==> config.mk <==
export PLATFORM = sky130hd
export DESIGN_NAME = afisare_feeder
export DESIGN_NICKNAME = d
export VERILOG_FILES = /design/src/rtl/afisare_pkg.sv /design/src/rtl/afisare_word_mem.sv /design/src/rtl/afisare_feeder.sv
export SDC_FILE = /design/constraint.sdc
export NUM_CORES = 1
export LEC_CHECK = 0
export CAP_MARGIN = 20
export CORE_MARGIN = 5
export CORE_UTILIZATION = 45
export CTS_CLUSTER_SIZE = 30
export DETAILED_ROUTE_END_ITERATION = 8
export HOLD_SLACK_MARGIN = 0.06
export SLEW_MARGIN = 15
export SYNTH_ARGS = -nofsm -noshare
export SYNTH_HDL_FRONTEND = slang
export SYNTH_HIERARCHICAL = 1
export SYNTH_SLANG_ARGS = --single-unit
export TNS_END_PERCENT = 50
==> constraint.sdc <==
create_clock -name clk -period 4.8 [get_ports clk]
set_clock_uncertainty 0.1 [all_clocks]
set_input_delay 1.2 -clock clk [delete_from_list [all_inputs] [get_ports clk]]
set_output_delay 1.2 -clock clk [all_outputs]
set_load 0.05 [all_outputs]
==> src/rtl/afisare_pkg.sv <==
// Shared types and helpers for the afisare display feeder.
package afisare_pkg;

    typedef enum logic [1:0] {
        ST_IDLE    = 2'd0,
        ST_PRESENT = 2'd1,
        ST_HOLD    = 2'd2,
        ST_DONE    = 2'd3
    } state_e;

    localparam int DEF_WIDTH       = 32;
    localparam int DEF_DEPTH       = 10;
    localparam int DEF_HOLD_CYCLES = 4;

    // Bits needed to index n entries (at least one bit).
    function automatic int idx_width(input int n);
        return (n > 1) ? $clog2(n) : 1;
    endfunction

endpackage

==> src/rtl/afisare_word_mem.sv <==
// Word buffer for the afisare feeder: synchronous write, combinational read.
module afisare_word_mem
    import afisare_pkg::*;
#(
    parameter int WIDTH = DEF_WIDTH,
    parameter int DEPTH = DEF_DEPTH,
    localparam int PTR_W = idx_width(DEPTH)
) (
    input  logic             clk,
    input  logic             we_i,
    input  logic [PTR_W-1:0] waddr_i,
    input  logic [WIDTH-1:0] wdata_i,
    input  logic [PTR_W-1:0] raddr_i,
    output logic [WIDTH-1:0] rdata_o
);

    localparam logic [PTR_W-1:0] LAST_IDX = PTR_W'(DEPTH - 1);

    logic [WIDTH-1:0] mem_q [DEPTH];

    // Contents are don't-care after reset, so no reset on the array.
    always_ff @(posedge clk) begin
        if (we_i && (waddr_i <= LAST_IDX)) begin
            mem_q[waddr_i] <= wdata_i;
        end
    end

    // Out-of-range indices read as zero instead of indexing past the array.
    always_comb begin
        rdata_o = '0;
        if (raddr_i <= LAST_IDX) begin
            rdata_o = mem_q[raddr_i];
        end
    end

endmodule

==> src/rtl/afisare_feeder.sv <==
// afisare_feeder: buffers up to DEPTH words and plays them out to the display
// over out_valid/out_ready, dwelling HOLD_CYCLES clocks after each accepted word.
// Optional macro AFISARE_FEEDER_LOOP_EN adds a 'loop' input that wraps playback.
//
// state      | meaning
// -----------+-------------------------------------------------------------
// ST_IDLE    | accept loads / clear, wait for start
// ST_PRESENT | out_valid high with mem[rd_ptr], wait for out_ready
// ST_HOLD    | word accepted, dwell counter running, out_data held
// ST_DONE    | one-cycle done pulse, then back to idle
module afisare_feeder
    import afisare_pkg::*;
#(
    parameter int WIDTH       = DEF_WIDTH,
    parameter int DEPTH       = DEF_DEPTH,
    parameter int HOLD_CYCLES = DEF_HOLD_CYCLES
) (
    input  logic                       clk,
    input  logic                       rst_n,
    input  logic                       clr,
    input  logic                       wr_en,
    input  logic [WIDTH-1:0]           wr_data,
    input  logic                       start,
    input  logic                       stop,
`ifdef AFISARE_FEEDER_LOOP_EN
    input  logic                       loop,
`endif
    output logic [WIDTH-1:0]           out_data,
    output logic                       out_valid,
    input  logic                       out_ready,
    output logic                       busy,
    output logic                       done,
    output logic [$clog2(DEPTH+1)-1:0] count,
    output logic                       overflow
);

    localparam int PTR_W  = idx_width(DEPTH);
    localparam int CNT_W  = $clog2(DEPTH + 1);
    localparam int HOLD_W = idx_width(HOLD_CYCLES);

    localparam logic [CNT_W-1:0]  FULL      = CNT_W'(DEPTH);
    localparam logic [HOLD_W-1:0] HOLD_LOAD = HOLD_W'(HOLD_CYCLES - 1);

    state_e            state_q, state_d;
    logic [PTR_W-1:0]  rd_ptr_q, rd_ptr_d, ptr_next;
    logic [HOLD_W-1:0] hold_q, hold_d;
    logic [CNT_W-1:0]  count_q, count_d, last_idx;
    logic              ovf_q, ovf_d;
    logic              out_valid_q, out_valid_d;
    logic [WIDTH-1:0]  out_data_q, out_data_d;
    logic              mem_we;
    logic [WIDTH-1:0]  mem_rdata;
    logic              is_last;
    logic              loop_en;

`ifdef AFISARE_FEEDER_LOOP_EN
    assign loop_en = loop;
`else
    assign loop_en = 1'b0;
`endif

    assign last_idx = count_q - CNT_W'(1);
    assign is_last  = (CNT_W'(rd_ptr_q) == last_idx);

    // Index of the word that would be presented next; kept out of the FSM
    // process so the memory read does not loop back through it.
    assign ptr_next = (state_q == ST_HOLD && !is_last) ? rd_ptr_q + PTR_W'(1) : '0;

    afisare_word_mem #(
        .WIDTH (WIDTH),
        .DEPTH (DEPTH)
    ) u_mem (
        .clk     (clk),
        .we_i    (mem_we),
        .waddr_i (count_q[PTR_W-1:0]),
        .wdata_i (wr_data),
        .raddr_i (ptr_next),
        .rdata_o (mem_rdata)
    );

    // Next-state, buffer bookkeeping and registered output staging.
    always_comb begin
        state_d     = state_q;
        rd_ptr_d    = rd_ptr_q;
        hold_d      = hold_q;
        count_d     = count_q;
        ovf_d       = ovf_q;
        out_valid_d = out_valid_q;
        out_data_d  = out_data_q;
        mem_we      = 1'b0;

        case (state_q)
            ST_IDLE: begin
                if (clr) begin
                    // A start alongside clr is dropped: the buffer is emptied.
                    count_d = '0;
                    ovf_d   = 1'b0;
                end else begin
                    if (wr_en) begin
                        if (count_q < FULL) begin
                            mem_we  = 1'b1;
                            count_d = count_q + CNT_W'(1);
                        end else begin
                            ovf_d = 1'b1;
                        end
                    end
                    if (start && (count_q != '0)) begin
                        rd_ptr_d    = '0;
                        out_valid_d = 1'b1;
                        out_data_d  = mem_rdata;
                        state_d     = ST_PRESENT;
                    end
                end
            end

            ST_PRESENT: begin
                if (stop) begin
                    out_valid_d = 1'b0;
                    state_d     = ST_IDLE;
                end else if (out_ready) begin
                    out_valid_d = 1'b0;
                    hold_d      = HOLD_LOAD;
                    state_d     = ST_HOLD;
                end
            end

            ST_HOLD: begin
                if (stop) begin
                    out_valid_d = 1'b0;
                    state_d     = ST_IDLE;
                end else if (hold_q != '0) begin
                    hold_d = hold_q - HOLD_W'(1);
                end else if (is_last && !loop_en) begin
                    state_d = ST_DONE;
                end else begin
                    rd_ptr_d    = ptr_next;
                    out_valid_d = 1'b1;
                    out_data_d  = mem_rdata;
                    state_d     = ST_PRESENT;
                end
            end

            ST_DONE: begin
                out_valid_d = 1'b0;
                state_d     = ST_IDLE;
            end

            default: begin
                out_valid_d = 1'b0;
                state_d     = ST_IDLE;
            end
        endcase
    end

    // State and datapath registers with asynchronous clear.
    always_ff @(posedge clk or negedge rst_n) begin
        if (!rst_n) begin
            state_q     <= ST_IDLE;
            rd_ptr_q    <= '0;
            hold_q      <= '0;
            count_q     <= '0;
            ovf_q       <= 1'b0;
            out_valid_q <= 1'b0;
            out_data_q  <= '0;
        end else begin
            state_q     <= state_d;
            rd_ptr_q    <= rd_ptr_d;
            hold_q      <= hold_d;
            count_q     <= count_d;
            ovf_q       <= ovf_d;
            out_valid_q <= out_valid_d;
            out_data_q  <= out_data_d;
        end
    end

    assign out_data  = out_data_q;
    assign out_valid = out_valid_q;
    assign busy      = (state_q != ST_IDLE);
    // A stop arriving in DONE suppresses the pulse.
    assign done      = (state_q == ST_DONE) && !stop;
    assign count     = count_q;
    assign overflow  = ovf_q;

endmodule

# Word-level counts from Yosys, hierarchy flattened
# Memories as Yosys holds them, arrays and structs flattened.
# Cells that the tools add are included.
# classes
add_sub_neg	4
n_lt_le_gt_ge	3
n_eq_ne	16
muxes	47
n_reduce_logical	20
# ops
op	n
32-bit 2-to-1 mux	6
32-bit case mux with 2 select lines	1
4-bit 2-to-1 mux	9
2-bit 2-to-1 mux	11
1-bit 2-to-1 mux	16
2-bit inequality test (second input constant)	8
2-bit nonzero test	6
5-bit AND reduction	2
3-bit inequality test (second input constant)	3
4-bit by 1-bit adder with 4-bit output (second input constant)	2
4-bit less-or-equal comparator (second input constant)	2
2-bit case mux with 4 select lines	1
4-bit case mux with 2 select lines	1
3-bit AND reduction	2
6-bit AND reduction	1
2-bit equality test (second input constant)	2
4-bit equality test	1
1-bit logical AND	4
4-bit < comparator (second input constant)	1
1-bit case mux with 4 select lines	1
2-bit case mux with 2 select lines	1
4-bit AND reduction	1
4-bit nonzero test	1
4-bit by 1-bit subtractor with 4-bit output (second input constant)	1
5 further kinds	6
# word_totals
regBits	46
ram_bits	320
inputBits	39
out_inout_bits	40
word_cells	98
memories	1
# memory_table
memory	depth	word_bits	read_ports	rd_ports_with_merged_regs	wr	line	rtl
u_mem.mem_q	10	32	1	0	1	afisare_word_mem.sv:19	logic [WIDTH-1:0] mem_q [DEPTH];

# Longest topological paths before layout
# Gate-level depths: netlist of run 1.
# logic_depth
depth_word	11
depth_mapped	14
depth_no_buf	11

# Cells and area by module
# Netlist of run 1, hierarchy kept.
# by_module_without_submodules
mod	instances	cells_each	area_per_inst_um2	seq_area_each_um2
afisare_word_mem	1	636	12445.7	9609.2
afisare_feeder	1	170	2099.5	1151.1

# Least setup slack after synthesis of run 1
# No wires, ideal clock.
# synth_timing
path_type	in2reg
startpoint	in wr_en
endpoint	mem u_mem/mem_q[0][0] (netlist name) (enable)
setup_ps	461
arrival_ps	4286
t_required_ps	4239
slack_ps	-47
cell_stages	4
n_path_buf	0
cell_sequence	nand2_1 -> nor3_1 -> or3b_2 -> nor3_1
# synth_via
elab_chain_cells	6
# synth_lines
item	line	rtl
start, declared	afisare_feeder.sv:21	input logic wr_en,
1-bit 2-to-1 mux	afisare_feeder.sv:99	if (wr_en) begin
1-bit 2-to-1 mux	afisare_feeder.sv:94	if (clr) begin
1-bit 2-to-1 mux	afisare_feeder.sv:92	case (state_q)
named net mem_we	afisare_feeder.sv:51	logic mem_we;
1-bit logical AND	afisare_word_mem.sv:23	if (we_i && (waddr_i <= LAST_IDX)) begin
1-bit 2-to-1 mux	afisare_word_mem.sv:23	
1-bit 2-to-1 mux (not written as such)	afisare_word_mem.sv:24	mem_q[waddr_i] <= wdata_i;
end, declared	afisare_word_mem.sv:19	
# The timed path passes the listed nets, and every way through them passes these cells.

# Worst setup path after layout of run 1
# layout_timing
startpoint	in stop
endpoint	out done
# layout_via
elab_chain_cells	2
# layout_lines
item	line	rtl
start, declared	afisare_feeder.sv:24	input logic stop,
1-bit logical NOT	afisare_feeder.sv:180	assign done = (state_q == ST_DONE) && !stop;
1-bit logical AND	afisare_feeder.sv:180	
end, declared	afisare_feeder.sv:32	output logic done,
# No other way between the ends.

==> qor.yml, run 1 <==
crit_buf_inv: 2
die_w_um: 190
placed_cell_area_mm2: 0.0160
drv_cap: 0
cts.repair.resized: 0
wirelength_um: 30200
final_common_cell: "edfxtp_1"
initial_core_util: 0.459
rr_worst_depth: 12
cp_top_family: "buffers and inverters"
grt_max_degree: 36
whs_endpoint: "hold_q[0]"
cts_buffer_depth: 3
drive_above_1_share: 0.217
layout-area-overhead-vs-synth_pct: 18.3
core-area_mm2: 0.0317
rsz0062_at_grt: "no"
finalSetupViolCount: 0
antenna_found_initial: 0
drt-pass1-iter-count: 4
cts_inserted_buffers: 39
leakagePower_nw: 5.62
cpMostUsedCell: "clkdlybuf4s50_1"
io_pins: 79
cp-start-kind: "input port"
worst_slew_pin_slew_ps: 1010
fp.dieH_um: 190
fin_area_mm2: 0.0172
ir_worst_vdd_uv: 369
grt_pass1_wl_um: 46800
layout_common_cells: "320 x edfxtp_1, 94 x mux2_2, 77 x clkdlybuf4s50_1, 65 x mux2_1, 65 x o22ai_1"
finalNetCount: 954
slew_violations: 0
ys.flop_type: "edfxtp_1"
syn_area_mm2: 0.0145
whs_ps: 365
synthesis.nets: 849
place_congestion: 0.763
slowest_stage: "clkdlybuf4s50_1"
required_ps: 3500
cp_slowest_stage_delay_ps: 830
synthArstFlopShare: 0.126
worst_slew_margin_rel: 0.326
pwr_density_cell_mw_per_mm2: 482
grt_usage: 0.168
status: "completed"
antenna_cells: 0
ys_types: 45
cts-root-buf: "clkbuf_16"
crit_arrival_ps: 2790
r2r_end: "out_data[0]"
first_iter_violations: 408
grt_pass1_vias: 7882
synth_seq_cells: 366
synth-seq-area-share: 0.740
fmax_mhz: 244
die-area_mm2: 0.0360
clock_latency_ps: 510
holdCritStartpoint: "hold_q[0]"
postRouteAntennaNets: 0
period_needed_ps: 4090
yosys_warnings: 6
path_cells: "clkdlybuf4s50_1 > nor3b_1 > clkdlybuf4s50_1"
tns_ps: 0
cts_num_sinks: 366
synth_edf_count: 320
syn_inst: 806
syn_avg_cell_area_um2: 18.0
fin_util: 0.543
drc: 0
vias: 7487
row_count: 65
cts_max_level: 2
hp-class: "register to register"
holdPathStages: 1
crit_path_end_kind: "output pin"
p_total_mw: 8.30
regToRegSetupSlack_ps: 810
worst-setup-path-type: "input port to output pin"
wl_per_cell_um: 22.5
cts_tree: "built"
post_cts_buffers: 0
dp_hpwl_um: 17400
finalCritPeriodShare: 0.853
numPortBuffers: 78
hold_violations: 0
r2r-start: "count[0]"
fill_cells: 2527
grt.overflow.total: 0
path_max_fanout: 8
clkTransAtPathRegs_ps: 60
ctsHoldBuffers: 0
vias_per_cell: 5.57
[state kept, by name, summed over array words and instances, names as in the netlist]
| register | cells |
|---|---|
| hold_q | 2 |
| state_q | 2 |
| out_data | 32 |
| out_valid | 1 |
| overflow | 1 |
| u_mem/mem_q | 320 |
| rd_ptr_q | 4 |
| count | 4 |
[Yosys cell counts (all sizes together), types with 2 or more instances]
library cell / n / area (µm²)
mux2: 161 / 1820
o32ai: 32 / 295
o21ai: 7 / 35.0
nand2b: 7 / 43.8
nand2: 13 / 48.8
nor2: 14 / 55.1
xor2: 4 / 35.0
o221ai: 2 / 17.5
or2: 2 / 12.5
clkbuf: 12 / 48.8
nor3: 7 / 35.0
nor3b: 4 / 30.0
o22ai: 65 / 407
a21oi: 10 / 50.1
dfrtp: 46 / 1150
a31oi: 4 / 40.0
mux2i: 33 / 330
xnor2: 2 / 17.5
buf: 31 / 258
edfxtp: 320 / 9610
and2: 2 / 15.0
inv: 10 / 37.5
ha: 4 / 50.1
nand3: 2 / 10.0
nand3b: 3 / 22.5
[power by group]
group	switching, mW	internal (mW)	total [mW]
clock network	1.16	1.75	2.91
registers	0.127	3.69	3.82
logic	0.958	0.614	1.57
[through the flow]
step / setup slack, ps / std cells
floorplan: 258 / 806
global route: 584 / 1343
finish: 708 / 1343
detailed placement: 698 / 1272
global placement: 704 / 1272
CTS: 696 / 1343
[cell families after synthesis]
| logic type | share of synthesized area |
|---|---|
| simple gates | 0.0208 |
| fa+ha+maj | 0.00344 |
| compound gates | 0.0608 |
| flops | 0.740 |
| buf+inv | 0.0237 |
| mux | 0.148 |
| xor+xnor | 0.00361 |
[layout make-up]
type | count | area [µm²] | share of cell area
Timing Repair Buffer | 107 | 1120 | 0.0650
Clock inverter | 21 | 181 | 0.0105
Tap cell | 402 | 503 | 0.0292
Inverter | 10 | 37.5 | 0.00218
Sequential cell | 366 | 10800 | 0.625
Clock buffer | 50 | 1080 | 0.0627
Multi-Input combinational cell | 387 | 3530 | 0.205
[worst max path at each step]
stage	slack [ps]	depth (start not counted)	start	to
after CTS	700	3	stop	done
final	710	3	stop	done
after floorplan	260	4	wr_en	u_mem/mem_q[4][0]
after detailed placement	700	3	stop	done
after global placement	700	3	stop	done
after global routing	580	11	count[0]	out_data[27]
[routing by layer]
| metal | vias up | part of all wire | GRT usage |
|---|---|---|---|
| met5 | - | 0 | 0 |
| met4 | 0 | 0.016 | 0.0364 |
| met3 | 38 | 0.038 | 0.0231 |
| met2 | 129 | 0.50 | 0.290 |
| met1 | 3871 | 0.44 | 0.228 |
| li1 | 3449 | - | - |
Power figures use the tool's default switching activity.
==> inputs of run 2 (changes only) <==
--- a/config.mk
+++ b/config.mk
@@ -5,12 +5,15 @@
 export SDC_FILE = /design/constraint.sdc
 export NUM_CORES = 1
 export LEC_CHECK = 0
+export ABC_AREA = 1
 export CAP_MARGIN = 20
 export CORE_MARGIN = 5
-export CORE_UTILIZATION = 45
+export CORE_UTILIZATION = 60
+export CTS_BUF_LIST = sky130_fd_sc_hd__clkbuf_16
 export CTS_CLUSTER_SIZE = 30
 export DETAILED_ROUTE_END_ITERATION = 8
 export HOLD_SLACK_MARGIN = 0.06
+export PLACE_DENSITY = 0.8
 export SLEW_MARGIN = 15
 export SYNTH_ARGS = -nofsm -noshare
 export SYNTH_HDL_FRONTEND = slang
==> run 2 against run 1 <==
- wire length grew 18%
- non-clock buffer count grew 1
- register-to-register slack lost 90 ps
- synthesized cell count grew 80%
- via count grew 42%
- sequential share of layout area shrank 1.8 points
- sequential power grew 4%
- count of clock-buffer cells in the layout shrank 11
- critical endpoint is now out_data[3]
==> qor.yml, run 2 <==
synth.area.top_cells: "edfxtp_1 62%, nand2_1 10%, dfrtp_1 7.4%"  # was edfxtp_1 66%, dfrtp_1 7.9%, mux2_2 7.3%
r2r-start: "count[0]"  # unchanged
synth_xor_area_frac: 0.00226  # was 0.00361
yosysTopAreaCellShare: 0.619  # was 0.661
cp-start-kind: "register"  # was input port
path_max_fanout: 60  # was 8
cts_num_sinks: 366  # unchanged
io_pins: 79  # unchanged
holdCritStartpoint: "out_data[21]"  # was hold_q[0]
fin_cells: 1882  # was 1343
hp-class: "register to register"  # unchanged
synth_common_cells: "426 x nand2_1, 320 x edfxtp_1, 202 x nand3_1"  # was 320 x edfxtp_1, 94 x mux2_2, 65 x mux2_1, 65 x o22ai_1, 46 x dfrtp_1
whs_endpoint: "out_data[21]"  # was hold_q[0]
worst_slew_margin_rel: 0.464  # was 0.326
placed_cells: 1815  # was 1272
vias_per_cell: 5.63  # was 5.57
yosys.area_share.adder: 0.00322  # was 0.00344
syn_inst: 1449  # was 806
worst_slew_pin_slew_ps: 795  # was 1010 ps
drt-pass1-iter-count: 7  # was 4
r2r_end: "out_data[3]"  # was out_data[0]
cts_inserted_buffers: 37  # was 39
grt.overflow.total: 0  # unchanged
vias: 10600  # was 7487
fmax_mhz: 245  # was 244 MHz
clock_latency_ps: 530  # was 510 ps
drv_cap: 0  # unchanged
clkTransAtPathRegs_ps: 60  # about the same
pwr-share-comb: 0.291  # was 0.189
ys_types: 31  # was 45
slew_violations: 0  # unchanged
hold_violations: 0  # unchanged
postRouteAntennaNets: 0  # unchanged
drive_above_1_share: 0.0677  # was 0.217
synthesis.nets: 1492  # was 849
first_iter_violations: 1135  # was 408
crit_arrival_ps: 4430  # was 2790 ps
holdPathStages: 2  # was 1
finalCritPeriodShare: 0.851  # was 0.853
synth_edf_count: 320  # unchanged
power.share.switching: 0.345  # was 0.270
regMostFlops: "u_mem/mem_q"  # unchanged
layout-area-overhead-vs-synth_pct: 14.1  # was 18.3%
place_congestion: 0.830  # was 0.763
synthSimpleGateAreaFrac: 0.199  # was 0.0208
yosys_warnings: 6  # unchanged
wirelength_um: 35500  # was 30200 µm
cpMostUsedCell: "nand2_1"  # was clkdlybuf4s50_1
worst-setup-path-type: "register to register"  # was input port to output pin
p_switching_mw: 3.23  # was 2.24 mW
wl_per_cell_um: 18.8  # was 22.5 µm
cts_buffer_depth: 3  # unchanged
rsz0062_at_grt: "no"  # unchanged
ir_worst_vdd_uv: 446  # was 369 µV
final_common_cell: "nand2_1"  # was edfxtp_1
whs_ps: 368  # was 365 ps
post_cts_buffers: 0  # unchanged
finalSetupViolCount: 0  # unchanged
period_needed_ps: 4080  # was 4090 ps
cp_top_family: "simple AND/OR/NAND/NOR gates"  # was buffers and inverters
row_count: 58  # was 65
syn_area_mm2: 0.0155  # was 0.0145 mm²
layout_common_cells: "426 x nand2_1, 320 x edfxtp_1, 202 x nand3_1, 171 x inv_1, 89 x nor2_1"  # was 320 x edfxtp_1, 94 x mux2_2, 77 x clkdlybuf4s50_1, 65 x mux2_1, 65 x o22ai_1
core-area_mm2: 0.0253  # was 0.0317 mm²
drc: 0  # unchanged
crit_path_end_kind: "register"  # was output pin
leakagePower_nw: 7.22  # was 5.62 nW
slowest_stage: "buf_4"  # was clkdlybuf4s50_1
cp_slowest_stage_delay_ps: 620  # was 830 ps
required_ps: 5140  # was 3500 ps
synth_top_family_by_area: "simple AND/OR/NAND/NOR gates"  # was multiplexers
dp_hpwl_um: 20400  # was 17400 µm
initial_core_util: 0.613  # was 0.459
cts_max_level: 2  # unchanged
grt_usage: 0.244  # was 0.168
pwr-share-clk: 0.283  # was 0.351
path_cells: "inv_1 > ha_1 > nand2_1 > inv_1 > nor2_1 > nand2_1 > nor2_2 > nand2_1 > nand2_1 > nor2_4 > inv_4 > buf_4 > nand2_1 > nand2_1 > nand2_1 > nand3_1 > nand3_1 > a21oi_1 > nand3_1 > nand2_1"  # was clkdlybuf4s50_1 > nor3b_1 > clkdlybuf4s50_1
grt_max_degree: 140  # was 36
die-area_mm2: 0.0292  # was 0.0360 mm²
antenna_found_initial: 1  # was 0
cts_tree: "built"  # unchanged
muxShareOfSynthArea: 0  # was 0.148
antenna_cells: 0  # unchanged
rr_worst_depth: 20  # was 12
regToRegSetupSlack_ps: 720  # was 810 ps
numPortBuffers: 78  # unchanged
synth_compound_area_frac: 0.0327  # was 0.0608
grt_pass1_vias: 10500  # was 7882
status: "completed"  # unchanged
p_seq_frac: 0.426  # was 0.460
pwr_density_cell_mw_per_mm2: 528  # was 482 mW/mm²
die_w_um: 171  # was 190 µm
ys.flop_type: "edfxtp_1"  # unchanged
cell_internal_pwr_mw: 6.12  # was 6.06 mW
synth-seq-area-share: 0.693  # was 0.740
syn_avg_cell_area_um2: 10.7  # was 18.0 µm²
cts.repair.resized: 0  # unchanged
ctsHoldBuffers: 0  # unchanged
synth_largest_area_cell: "edfxtp_1"  # unchanged
cts-root-buf: "clkbuf_16"  # unchanged
grt_pass1_wl_um: 55700  # was 46800 µm
synth_most_common_cell: "nand2_1"  # was edfxtp_1
crit_buf_inv: 4  # was 2
synthArstFlopShare: 0.126  # unchanged
fp.dieH_um: 171  # was 190 µm
finalNetCount: 1567  # was 954
synth_seq_cells: 366  # unchanged
largest_register_ffs: 320  # unchanged
## run 2: logic make-up after synthesis
kind of cell | after synthesis
buffers and inverters | 235
adders and majority gates | 4
DFF | 366
xor gates and xnor gates | 4
and+or+nand+nor | 740
AOI/OAI and AO/OA | 100
## run 2: worst max-delay path by stage
stage                         from                 end  slack, ps  depth (start not counted)
after global routing      count[0]         out_data[3]        420                         20
after global placement         clr  u_mem/mem_q[0][10]        660                          8
after floorplan                clr   u_mem/mem_q[2][0]       -740                          4
after detailed placement       clr  u_mem/mem_q[4][10]        550                          8
final                     count[0]         out_data[3]        720                         20
after CTS                 count[0]         out_data[3]        760                         20
## run 2: worst min-delay path, cell delays in order, from the launching register on
cell and delay (ps):
dfrtp_1 340, nand2_1 50, nand2_1 50
## run 2: stage by stage
step | util | worst slack [ps] | TNS (ps) | instance area (µm²) | power [mW]
global route | 0.699 | 422 | 0 | 17700 | 9.80
global placement | 0.655 | 658 | 0 | 16600 | 6.64
finish | 0.699 | 716 | 0 | 17700 | 9.35
floorplan | - | -739 | -94640 | 15500 | 5.98
CTS | 0.699 | 761 | 0 | 17700 | 9.39
detailed placement | 0.655 | 545 | 0 | 16600 | 6.75
## run 2: metal layers
layer / track usage / share of wire / wire [µm] / vias up
li1: - / - / - / 4958
met1: 0.328 / 0.40 / 14000 / 5057
met2: 0.409 / 0.50 / 17700 / 494
met3: 0.0400 / 0.077 / 2730 / 87
met4: 0.0861 / 0.028 / 1010 / 2
met5: 0 / 0.00048 / 17 / -
## run 2: final cells by class
type | instances | area (µm²)
Inverter | 163 | 614
Clock inverter | 28 | 148
Timing Repair Buffer | 108 | 1040
Sequential cell | 366 | 10800
Tap cell | 330 | 413
Clock buffer | 39 | 976
Fill cell | 1737 | 7620
Multi-Input combinational cell | 848 | 3760
## run 2: power groups by stage
stage                     Sequential [mW]  Clock (mW)  Combinational, mW
after global routing                 4.02        2.82               2.97
after global placement               4.02           0               2.62
final                                3.98        2.64               2.72
after floorplan                      4.53           0               1.45
after CTS                            3.98        2.69               2.72
after detailed placement             4.04           0               2.70
